### src/rtl/hazard_detection_unit_pkg.sv
// rtl/hazard_detection_unit_pkg.sv - shared state encoding, counter width and load-use helper
package hazard_detection_unit_pkg;

  localparam int CNT_W = 16;
  localparam logic [CNT_W-1:0] CNT_MAX = {CNT_W{1'b1}};

  typedef enum logic [1:0] {
    RUN        = 2'd0,
    LOAD_STALL = 2'd1,
    MEM_WAIT   = 2'd2
  } hdu_state_e;

  // r0 is hardwired zero, so a load targeting it never creates a dependency
  function automatic logic load_use_detect(
    input logic       mem_read_ex,
    input logic [4:0] rt_ex,
    input logic [4:0] rs_id,
    input logic [4:0] rt_id,
    input logic       uses_rt_id
  );
    return mem_read_ex && (rt_ex != 5'd0) &&
           ((rt_ex == rs_id) || (uses_rt_id && (rt_ex == rt_id)));
  endfunction

endpackage

### src/rtl/hazard_detection_unit_if.sv
// rtl/hazard_detection_unit_if.sv - pipeline hazard inputs and stage control outputs
interface hazard_detection_unit_if;
  import hazard_detection_unit_pkg::*;

  logic             ctrl_mem_read_id_ex;
  logic [4:0]       rt_id_ex;
  logic [4:0]       rs_if_id;
  logic [4:0]       rt_if_id;
  logic             uses_rt_if_id;
  logic             ctrl_jump;
  logic             branch_taken_ex_mem;
  logic             mem_access_ex_mem;
  logic             dmem_ready;

  logic             pc_write;
  logic             if_id_write;
  logic             ctrl_hazard_mux_hazard;
  logic             pipeline_freeze;
  logic             if_id_flush;
  logic             id_ex_flush;
  logic             ex_mem_flush;
  logic [CNT_W-1:0] stall_cycles;
  logic [CNT_W-1:0] flush_events;

  modport master (
    output ctrl_mem_read_id_ex, rt_id_ex, rs_if_id, rt_if_id, uses_rt_if_id,
           ctrl_jump, branch_taken_ex_mem, mem_access_ex_mem, dmem_ready,
    input  pc_write, if_id_write, ctrl_hazard_mux_hazard, pipeline_freeze,
           if_id_flush, id_ex_flush, ex_mem_flush, stall_cycles, flush_events
  );

  modport slave (
    input  ctrl_mem_read_id_ex, rt_id_ex, rs_if_id, rt_if_id, uses_rt_if_id,
           ctrl_jump, branch_taken_ex_mem, mem_access_ex_mem, dmem_ready,
    output pc_write, if_id_write, ctrl_hazard_mux_hazard, pipeline_freeze,
           if_id_flush, id_ex_flush, ex_mem_flush, stall_cycles, flush_events
  );

endinterface

### src/rtl/hazard_detection_unit_sat_counter16.sv
// rtl/hazard_detection_unit_sat_counter16.sv - enabled up-counter that sticks at all-ones
module sat_counter16
  import hazard_detection_unit_pkg::*;
(
  input  logic             clock,
  input  logic             clear_n,
  input  logic             enable,
  output logic [CNT_W-1:0] count
);

  always_ff @(posedge clock or negedge clear_n) begin
    if (!clear_n) begin
      count <= '0;
    end else if (enable && (count != CNT_MAX)) begin
      count <= count + 1'b1;
    end
  end

endmodule

### src/rtl/hazard_detection_unit.sv
// rtl/hazard_detection_unit.sv - stall/flush control for a 5-stage pipeline
// Outputs are Mealy: they react to the current inputs in the same cycle.
module hazard_detection_unit
  import hazard_detection_unit_pkg::*;
(
  input  logic                   clock,
  input  logic                   reset_n,
  hazard_detection_unit_if.slave hif
);

  hdu_state_e state_q;
  hdu_state_e state_d;
  logic       load_use;
  logic       mem_stall;
  logic       stall_en;
  logic       flush_en;

  assign load_use  = load_use_detect(hif.ctrl_mem_read_id_ex, hif.rt_id_ex,
                                     hif.rs_if_id, hif.rt_if_id, hif.uses_rt_if_id);
  assign mem_stall = hif.mem_access_ex_mem && !hif.dmem_ready;

  always_comb begin
    hif.pc_write               = 1'b1;
    hif.if_id_write            = 1'b1;
    hif.ctrl_hazard_mux_hazard = 1'b0;
    hif.pipeline_freeze        = 1'b0;
    hif.if_id_flush            = 1'b0;
    hif.id_ex_flush            = 1'b0;
    hif.ex_mem_flush           = 1'b0;
    state_d                    = RUN;
    if (mem_stall) begin
      hif.pc_write        = 1'b0;
      hif.if_id_write     = 1'b0;
      hif.pipeline_freeze = 1'b1;
      state_d             = MEM_WAIT;
    end else if (hif.branch_taken_ex_mem) begin
      hif.if_id_flush  = 1'b1;
      hif.id_ex_flush  = 1'b1;
      hif.ex_mem_flush = 1'b1;
    end else if (load_use && (state_q != LOAD_STALL)) begin
      // the same load is already one stage further after one bubble
      hif.pc_write               = 1'b0;
      hif.if_id_write            = 1'b0;
      hif.ctrl_hazard_mux_hazard = 1'b1;
      state_d                    = LOAD_STALL;
    end else if (hif.ctrl_jump) begin
      hif.if_id_flush = 1'b1;
    end
  end

  always_ff @(posedge clock or negedge reset_n) begin
    if (!reset_n) begin
      state_q <= RUN;
    end else begin
      state_q <= state_d;
    end
  end

  assign stall_en = !hif.pc_write;
  assign flush_en = hif.if_id_flush || hif.id_ex_flush || hif.ex_mem_flush;

  sat_counter16 u_stall_cnt (
    .clock   (clock),
    .clear_n (reset_n),
    .enable  (stall_en),
    .count   (hif.stall_cycles)
  );

  sat_counter16 u_flush_cnt (
    .clock   (clock),
    .clear_n (reset_n),
    .enable  (flush_en),
    .count   (hif.flush_events)
  );

endmodule

### src/flat_wrapper.sv
// flat-port wrapper written by rule: the top's interface ports become plain ports
module hazard_detection_unit_flat import hazard_detection_unit_pkg::*;
  (clock, reset_n, hif_ctrl_mem_read_id_ex, hif_rt_id_ex, hif_rs_if_id, hif_rt_if_id, hif_uses_rt_if_id, hif_ctrl_jump, hif_branch_taken_ex_mem, hif_mem_access_ex_mem, hif_dmem_ready, hif_pc_write, hif_if_id_write, hif_ctrl_hazard_mux_hazard, hif_pipeline_freeze, hif_if_id_flush, hif_id_ex_flush, hif_ex_mem_flush, hif_stall_cycles, hif_flush_events);
  hazard_detection_unit_if hif_i ();
  input  logic clock;
  input  logic reset_n;
  input wire logic [$bits(hif_i.ctrl_mem_read_id_ex)-1:0] hif_ctrl_mem_read_id_ex;
  input wire logic [$bits(hif_i.rt_id_ex)-1:0] hif_rt_id_ex;
  input wire logic [$bits(hif_i.rs_if_id)-1:0] hif_rs_if_id;
  input wire logic [$bits(hif_i.rt_if_id)-1:0] hif_rt_if_id;
  input wire logic [$bits(hif_i.uses_rt_if_id)-1:0] hif_uses_rt_if_id;
  input wire logic [$bits(hif_i.ctrl_jump)-1:0] hif_ctrl_jump;
  input wire logic [$bits(hif_i.branch_taken_ex_mem)-1:0] hif_branch_taken_ex_mem;
  input wire logic [$bits(hif_i.mem_access_ex_mem)-1:0] hif_mem_access_ex_mem;
  input wire logic [$bits(hif_i.dmem_ready)-1:0] hif_dmem_ready;
  output wire logic [$bits(hif_i.pc_write)-1:0] hif_pc_write;
  output wire logic [$bits(hif_i.if_id_write)-1:0] hif_if_id_write;
  output wire logic [$bits(hif_i.ctrl_hazard_mux_hazard)-1:0] hif_ctrl_hazard_mux_hazard;
  output wire logic [$bits(hif_i.pipeline_freeze)-1:0] hif_pipeline_freeze;
  output wire logic [$bits(hif_i.if_id_flush)-1:0] hif_if_id_flush;
  output wire logic [$bits(hif_i.id_ex_flush)-1:0] hif_id_ex_flush;
  output wire logic [$bits(hif_i.ex_mem_flush)-1:0] hif_ex_mem_flush;
  output wire logic [$bits(hif_i.stall_cycles)-1:0] hif_stall_cycles;
  output wire logic [$bits(hif_i.flush_events)-1:0] hif_flush_events;
  assign hif_i.ctrl_mem_read_id_ex = hif_ctrl_mem_read_id_ex;
  assign hif_i.rt_id_ex = hif_rt_id_ex;
  assign hif_i.rs_if_id = hif_rs_if_id;
  assign hif_i.rt_if_id = hif_rt_if_id;
  assign hif_i.uses_rt_if_id = hif_uses_rt_if_id;
  assign hif_i.ctrl_jump = hif_ctrl_jump;
  assign hif_i.branch_taken_ex_mem = hif_branch_taken_ex_mem;
  assign hif_i.mem_access_ex_mem = hif_mem_access_ex_mem;
  assign hif_i.dmem_ready = hif_dmem_ready;
  assign hif_pc_write = hif_i.pc_write;
  assign hif_if_id_write = hif_i.if_id_write;
  assign hif_ctrl_hazard_mux_hazard = hif_i.ctrl_hazard_mux_hazard;
  assign hif_pipeline_freeze = hif_i.pipeline_freeze;
  assign hif_if_id_flush = hif_i.if_id_flush;
  assign hif_id_ex_flush = hif_i.id_ex_flush;
  assign hif_ex_mem_flush = hif_i.ex_mem_flush;
  assign hif_stall_cycles = hif_i.stall_cycles;
  assign hif_flush_events = hif_i.flush_events;
  hazard_detection_unit u_core (.clock(clock), .reset_n(reset_n), .hif(hif_i));
endmodule
### config.mk
export PLATFORM = sky130hd
export DESIGN_NAME = hazard_detection_unit_flat
export DESIGN_NICKNAME = d
export VERILOG_FILES = /design/src/rtl/hazard_detection_unit_pkg.sv /design/src/rtl/hazard_detection_unit_if.sv /design/src/rtl/hazard_detection_unit_sat_counter16.sv /design/src/rtl/hazard_detection_unit.sv /design/src/flat_wrapper.sv
export SDC_FILE = /design/constraint.sdc
export NUM_CORES = 1
export LEC_CHECK = 0
export ABC_AREA = 1
export CAP_MARGIN = 20
export CORE_UTILIZATION = 35
export CTS_CLUSTER_DIAMETER = 40
export CTS_CLUSTER_SIZE = 24
export DETAILED_ROUTE_END_ITERATION = 12
export GPL_TIMING_DRIVEN = 0
export HOLD_SLACK_MARGIN = 0.02
export PLACE_DENSITY = 0.66
export REMOVE_ABC_BUFFERS = 1
export SETUP_SLACK_MARGIN = 0.3
export SLEW_MARGIN = 5
export SYNTH_ARGS = -nofsm -noshare
export SYNTH_HDL_FRONTEND = slang
export SYNTH_SLANG_ARGS = --single-unit
### constraint.sdc
create_clock -name clock -period 2.6 [get_ports clock]
set_clock_uncertainty 0.2 [all_clocks]
set_input_delay 0.65 -clock clock [delete_from_list [all_inputs] [get_ports clock]]
set_output_delay 0.65 -clock clock [all_outputs]
set_load 0.05 [all_outputs]
After elaboration in Yosys (flattened, before gate mapping):

Cells that the tools add are included.

* register bits: 34
* latch bits: 0
* bits in writable memories: 0
* memory bits (read-only): 0
* input bits: 23
* output and inout port bits: 39
* word-level logic and storage cells: 39
* memories kept: 0

* add/subtract/negate cells: 2
* multiply operators: 0
* div/mod/pow operators: 0
* magnitude comparators: 0
* eq/ne operators: 5
* shift-type cells: 0
* muxes and demuxes: 16
* bitwise logic cells: 0
* reduce and logical (&&, ||, !) cells: 13

Operators with widths (number)
* 16-bit by 1-bit adder with 16-bit output (second input constant): 2
* 16-bit inequality test (second input constant): 2
* 1-bit two-way mux: 14
* 5-bit equality test: 2
* 1-bit logical AND: 7
* 5-bit nonzero test: 1
* 2-bit two-way mux: 2
* 1-bit logical OR: 3
* 1-bit logical NOT: 2
* 2-bit by 1-bit inequality test with 1-bit output (second input constant): 1

Longest topological paths before layout:

* depth in word-level cells: 11
* depth in mapped cells: 12
* mapped depth without buffers: 11

Modules after synthesis:

A second synthesis with hierarchy kept.

* cell total of the unflattened synthesis: 369
* area, all modules: 2458.6 µm²

Modules (own cells, without submodules)
* sat_counter16: instances 2, cells each 149, area each 1058.5 µm², sequential area each 400.4 µm²
* hazard_detection_unit: instances 1, cells each 71, area each 341.6 µm², sequential area each 50.0 µm²

Worst setup path after synthesis:

OpenSTA, ideal clock, no wires.

* kind: input-to-output
* from: input port hif_mem_access_ex_mem
* to: output port hif_id_ex_flush
* data arrival time: 2.326 ns
* required time: 1.750 ns
* path slack: -0.576 ns
* cell stages on the path: 4
* path buffers: 1
* cell sequence: inv_1 > nor2_1 > nor2_1 > buf_4

* cells in the longest elaborated chain, start to end: 2

RTL lines
* start: declaration: line flat_wrapper.sv:14 `input wire logic [$bits(hif_i.mem_access_ex_mem)-1:0] hif_mem_access_ex_mem;`
* 1-bit logical AND: line hazard_detection_unit.sv:20 `assign mem_stall = hif.mem_access_ex_mem && !hif.dmem_ready;`
* 1-bit two-way mux
* end: declaration: line flat_wrapper.sv:21 `output wire logic [$bits(hif_i.id_ex_flush)-1:0] hif_id_ex_flush;`

Every way passes these cells.

Worst setup path after layout:

* from: input port hif_rt_id_ex[3]
* to: output port hif_if_id_flush

* cells in the longest elaborated chain, start to end: 8
* elaborated cells on any way between the ends: 11
* those cells by class: 2 x eq/ne; 3 x mux; 6 x reduce/logical

RTL lines
* start: declaration: line flat_wrapper.sv:8 `input wire logic [$bits(hif_i.rt_id_ex)-1:0] hif_rt_id_ex;`
* 5-bit equality test: line hazard_detection_unit_pkg.sv:22 `((rt_ex == rs_id) || (uses_rt_id && (rt_ex == rt_id)));`
* 1-bit logical AND: line hazard_detection_unit_pkg.sv:22
* 1-bit logical OR: line hazard_detection_unit_pkg.sv:22
* 1-bit logical AND *: line hazard_detection_unit_pkg.sv:21 `return mem_read_ex && (rt_ex != 5'd0) &&`
* 1-bit logical AND *: line hazard_detection_unit.sv:40 `end else if (load_use && (state_q != LOAD_STALL)) begin`
* 1-bit two-way mux *: line hazard_detection_unit.sv:40
* 1-bit two-way mux *: line hazard_detection_unit.sv:36 `end else if (hif.branch_taken_ex_mem) begin`
* 1-bit two-way mux *: line hazard_detection_unit.sv:31 `if (mem_stall) begin`
* end: declaration: line flat_wrapper.sv:20 `output wire logic [$bits(hif_i.if_id_flush)-1:0] hif_if_id_flush;`

Every way passes the cells marked *; elsewhere a longest branch is shown, timed or not.

==> results.py <==
metrics = {
    "run_status": {
        "status": "complete, no violations",
    },
    "route": {
        "antenna_left": 0,
        "first_pass_iters": 4,
        "drc": 0,
        "wl_per_cell_um": 12.70,
        "viasPerCell": 4.902,
        "drtIter0Drc": 112,
        "via_count": 2309,
        "wirelength_um": 5984,
    },
    "floorplan": {
        "die_h_um": 83.52,
        "core_area_um2": 6386,
        "die_w_um": 83.52,
        "io_pins": 62,
        "die_area_um2": 6976,
        "initial_utilization_pct": 36.42,
        "rows": 29,
    },
    "sta": {
        "timing.final.crit_share_pct": 93.70,
        "rsz0062_at_grt": "yes",
        "setup_viol": 0,
        "max_slew.worst_pin.slew_ns": 0.7725,
        "relSlewSlack_pct": 48.50,
        "fin_crit_ns": 2.436,
        "finalMaxSlewViolations": 0,
        "finalSetupTns_ns": 0,
        "fmax_ghz": 0.4105,
        "holdWs_ns": 0.2339,
        "hold_violations": 0,
    },
    "yosys": {
        "synth_seq_cells": 34,
        "netlist_area_um2": 2326,
        "synth_warnings": 0,
        "synth_top_cell_area_share_pct": 36.58,
        "ys_seq_area_share_pct": 36.58,
        "ys_types": 29,
        "synth.largest_area_cell": "dfrtp_1",
        "avgSynthCellArea_um2": 7.179,
        "netlist_top_cells_area": "dfrtp_1 (37%), nand2_1 (19%), nand3_1 (6.2%)",
        "postSynthCellCount": 324,
    },
    "clock_network": {
        "cts_tree": "done",
        "clockBufferDepth": 2,
        "clock_sinks": 34,
        "cts.reportedPaths.clkPinSlew_ns": 0.07,
        "worstSkewPairLatency_ns": 0.29,
        "numCtsBuffers": 5,
        "root_buffer": "clkbuf_8",
        "htreeDepth": 2,
    },
    "worst_setup_path": {
        "criticalPathCategory": "in -> out",
        "rrSetupSlack_ns": 0.46,
        "slowest_stage": "buf_6",
        "cp_top_family": "buffers and inverters",
        "worst-path-max-fanout": 3,
        "cpPeakStageDelay_ns": 0.17,
        "end_kind": "output pin",
        "cp-endpoint": "hif_if_id_flush",
        "cp-start-kind": "input port",
        "rr_endpoint": "u_core.u_flush_cnt.count[5]",
        "rr_startpoint": "u_core.u_flush_cnt.count[0]",
        "crit_buf_inv": 4,
        "worstPathRequired_ns": 1.75,
        "worstRegToRegCells": 7,
        "worstPathCellList": "buf_8, inv_4, nand4_1, o21ai_2, inv_2, nand2_4, nand2_4, a21oi_4, buf_6",
        "crit_top_cell": "nand2_4",
        "cp-startpoint": "hif_rt_id_ex[3]",
        "cp_num_cells": 9,
        "cp.arrival_ns": 1.59,
    },
    "global_routing": {
        "grt_overflow": 0,
        "use_met2_pct": 26.23,
        "grt_pass1_vias": 2087,
        "grt_use_total_pct": 17.30,
        "gr-usage-met3_pct": 3.363,
        "grtUsageMet1_pct": 25.22,
        "grt_pass1_wl_um": 9887,
        "busiest_layer": "met2",
        "grt_antenna_before_repair": 0,
        "grt_max_degree": 35,
    },
    "layout": {
        "final_cell_mix": "nand2_1 (109), dlygate4sd2_1 (35), dfrtp_1 (34)",
        "drive_gt1_share_pct": 21.07,
        "final_util_pct": 50.10,
        "mostFrequentLayoutCell": "nand2_1",
        "antennaDiodeCount": 0,
        "syn_to_final_growth_pct": 37.55,
        "nFillCells": 638,
        "fin_nets": 419,
    },
    "power": {
        "powerDensity_nw_per_um2": 575.4,
        "power.total_uw": 1841,
        "irDropWorstVdd_v": 0.0003526,
        "leakagePower_uw": 0.001667,
    },
    "placed_design": {
        "hpwl_um": 4111,
        "port_buffers": 61,
        "place.gp.congestion": 0.8317,
    },
    "min_path": {
        "hold_path.class": "in -> async",
    },
    "flow_run": {
        "max_cap_viol_count": 0,
    },
}
==> sequential cells by signal, indices dropped and copies added, names as in the netlist <==
| register | count |
|---|---|
| u_core.u_stall_cnt.count | 16 |
| u_core.state_q | 2 |
| u_core.u_flush_cnt.count | 16 |
==> worst register-to-register path: stages, from the launching register on <==
cell     delay, ns
dfrtp_1       0.44
ha_1          0.26
nand3_1       0.19
nor2_4        0.22
nand4_4       0.30
nand4_4       0.32
nand2_1       0.09
nand2_1       0.07
==> how the worst min path moves through the flow <==
stage | start | endpoint
final | reset_n | u_core.u_stall_cnt.count[14]
after CTS | reset_n | u_core.u_stall_cnt.count[10]
after global placement | u_core.u_stall_cnt.count[9] | u_core.u_stall_cnt.count[9]
after floorplan | reset_n | u_core.state_q[0]
after global routing | reset_n | u_core.u_stall_cnt.count[0]
after detailed placement | u_core.u_stall_cnt.count[9] | u_core.u_stall_cnt.count[9]
==> Yosys cell counts (all sizes together) <==
library cell and number:
xnor2 11, clkbuf 2, buf 7, a21oi 3
nand3 30, nor2 30, o21ai 5, nand4 23
nor3 7, dfrtp 34, nand3b 1, nand2 119
nor4 1, xor2 15, inv 34, ha 2
==> per-layer routing <==
metal / share of wire [%] / wire, um
met3: 5.3 / 318
met4: 1.1 / 64
met5: 0 / 0
met1: 48 / 2902
met2: 45 / 2698
==> final cells by class <==
| class | instances | area [um^2] | share of cell area (%) |
|---|---|---|---|
| inverter | 34 | 137.6 | 4.302 |
| clock inverter | 1 | 30.03 | 0.9386 |
| sequential | 34 | 850.8 | 26.59 |
| timing repair buffer | 72 | 629.4 | 19.67 |
| tap | 77 | 96.34 | 3.011 |
| multi-input combinational | 247 | 1373 | 42.90 |
| clock buffer | 6 | 82.58 | 2.581 |
==> per-stage QoR <==
stage	cells	worst slack [ns]	instance area (um^2)
after CTS	465	0.1488	3080
after floorplan	315	-0.5085	2266
final	471	0.1639	3199
after global placement	453	-1.393	2973
after detailed placement	453	-1.385	2968
after global routing	471	0.07999	3199
==> cells by family (layout without fill, tap and decap cells) <==
kind of cell | Yosys count | after routing | share of synthesized area, %
compound gates | 8 | 8 | 1.883
xor+xnor | 26 | 26 | 9.790
fa+ha+maj | 2 | 2 | 1.076
buf+inv | 43 | 113 | 8.069
flops | 34 | 34 | 36.58
simple gates | 211 | 211 | 42.60
==> power breakdown <==
part           total, uW  switching, uW  internal (uW)
logic                647            443            204
registers            691           98.1            593
clock network        503            197            307
total               1840            737           1100
==> repair_timing <==
item,CTS,global route
buffers inserted,5,6
endpoints found under the setup margin,71,27
hold endpoints to repair,0,0
hold buffers,0,0
pin swaps,25,22
resized for setup,167,25
Note: power is estimated with default switching activity, not from simulation.
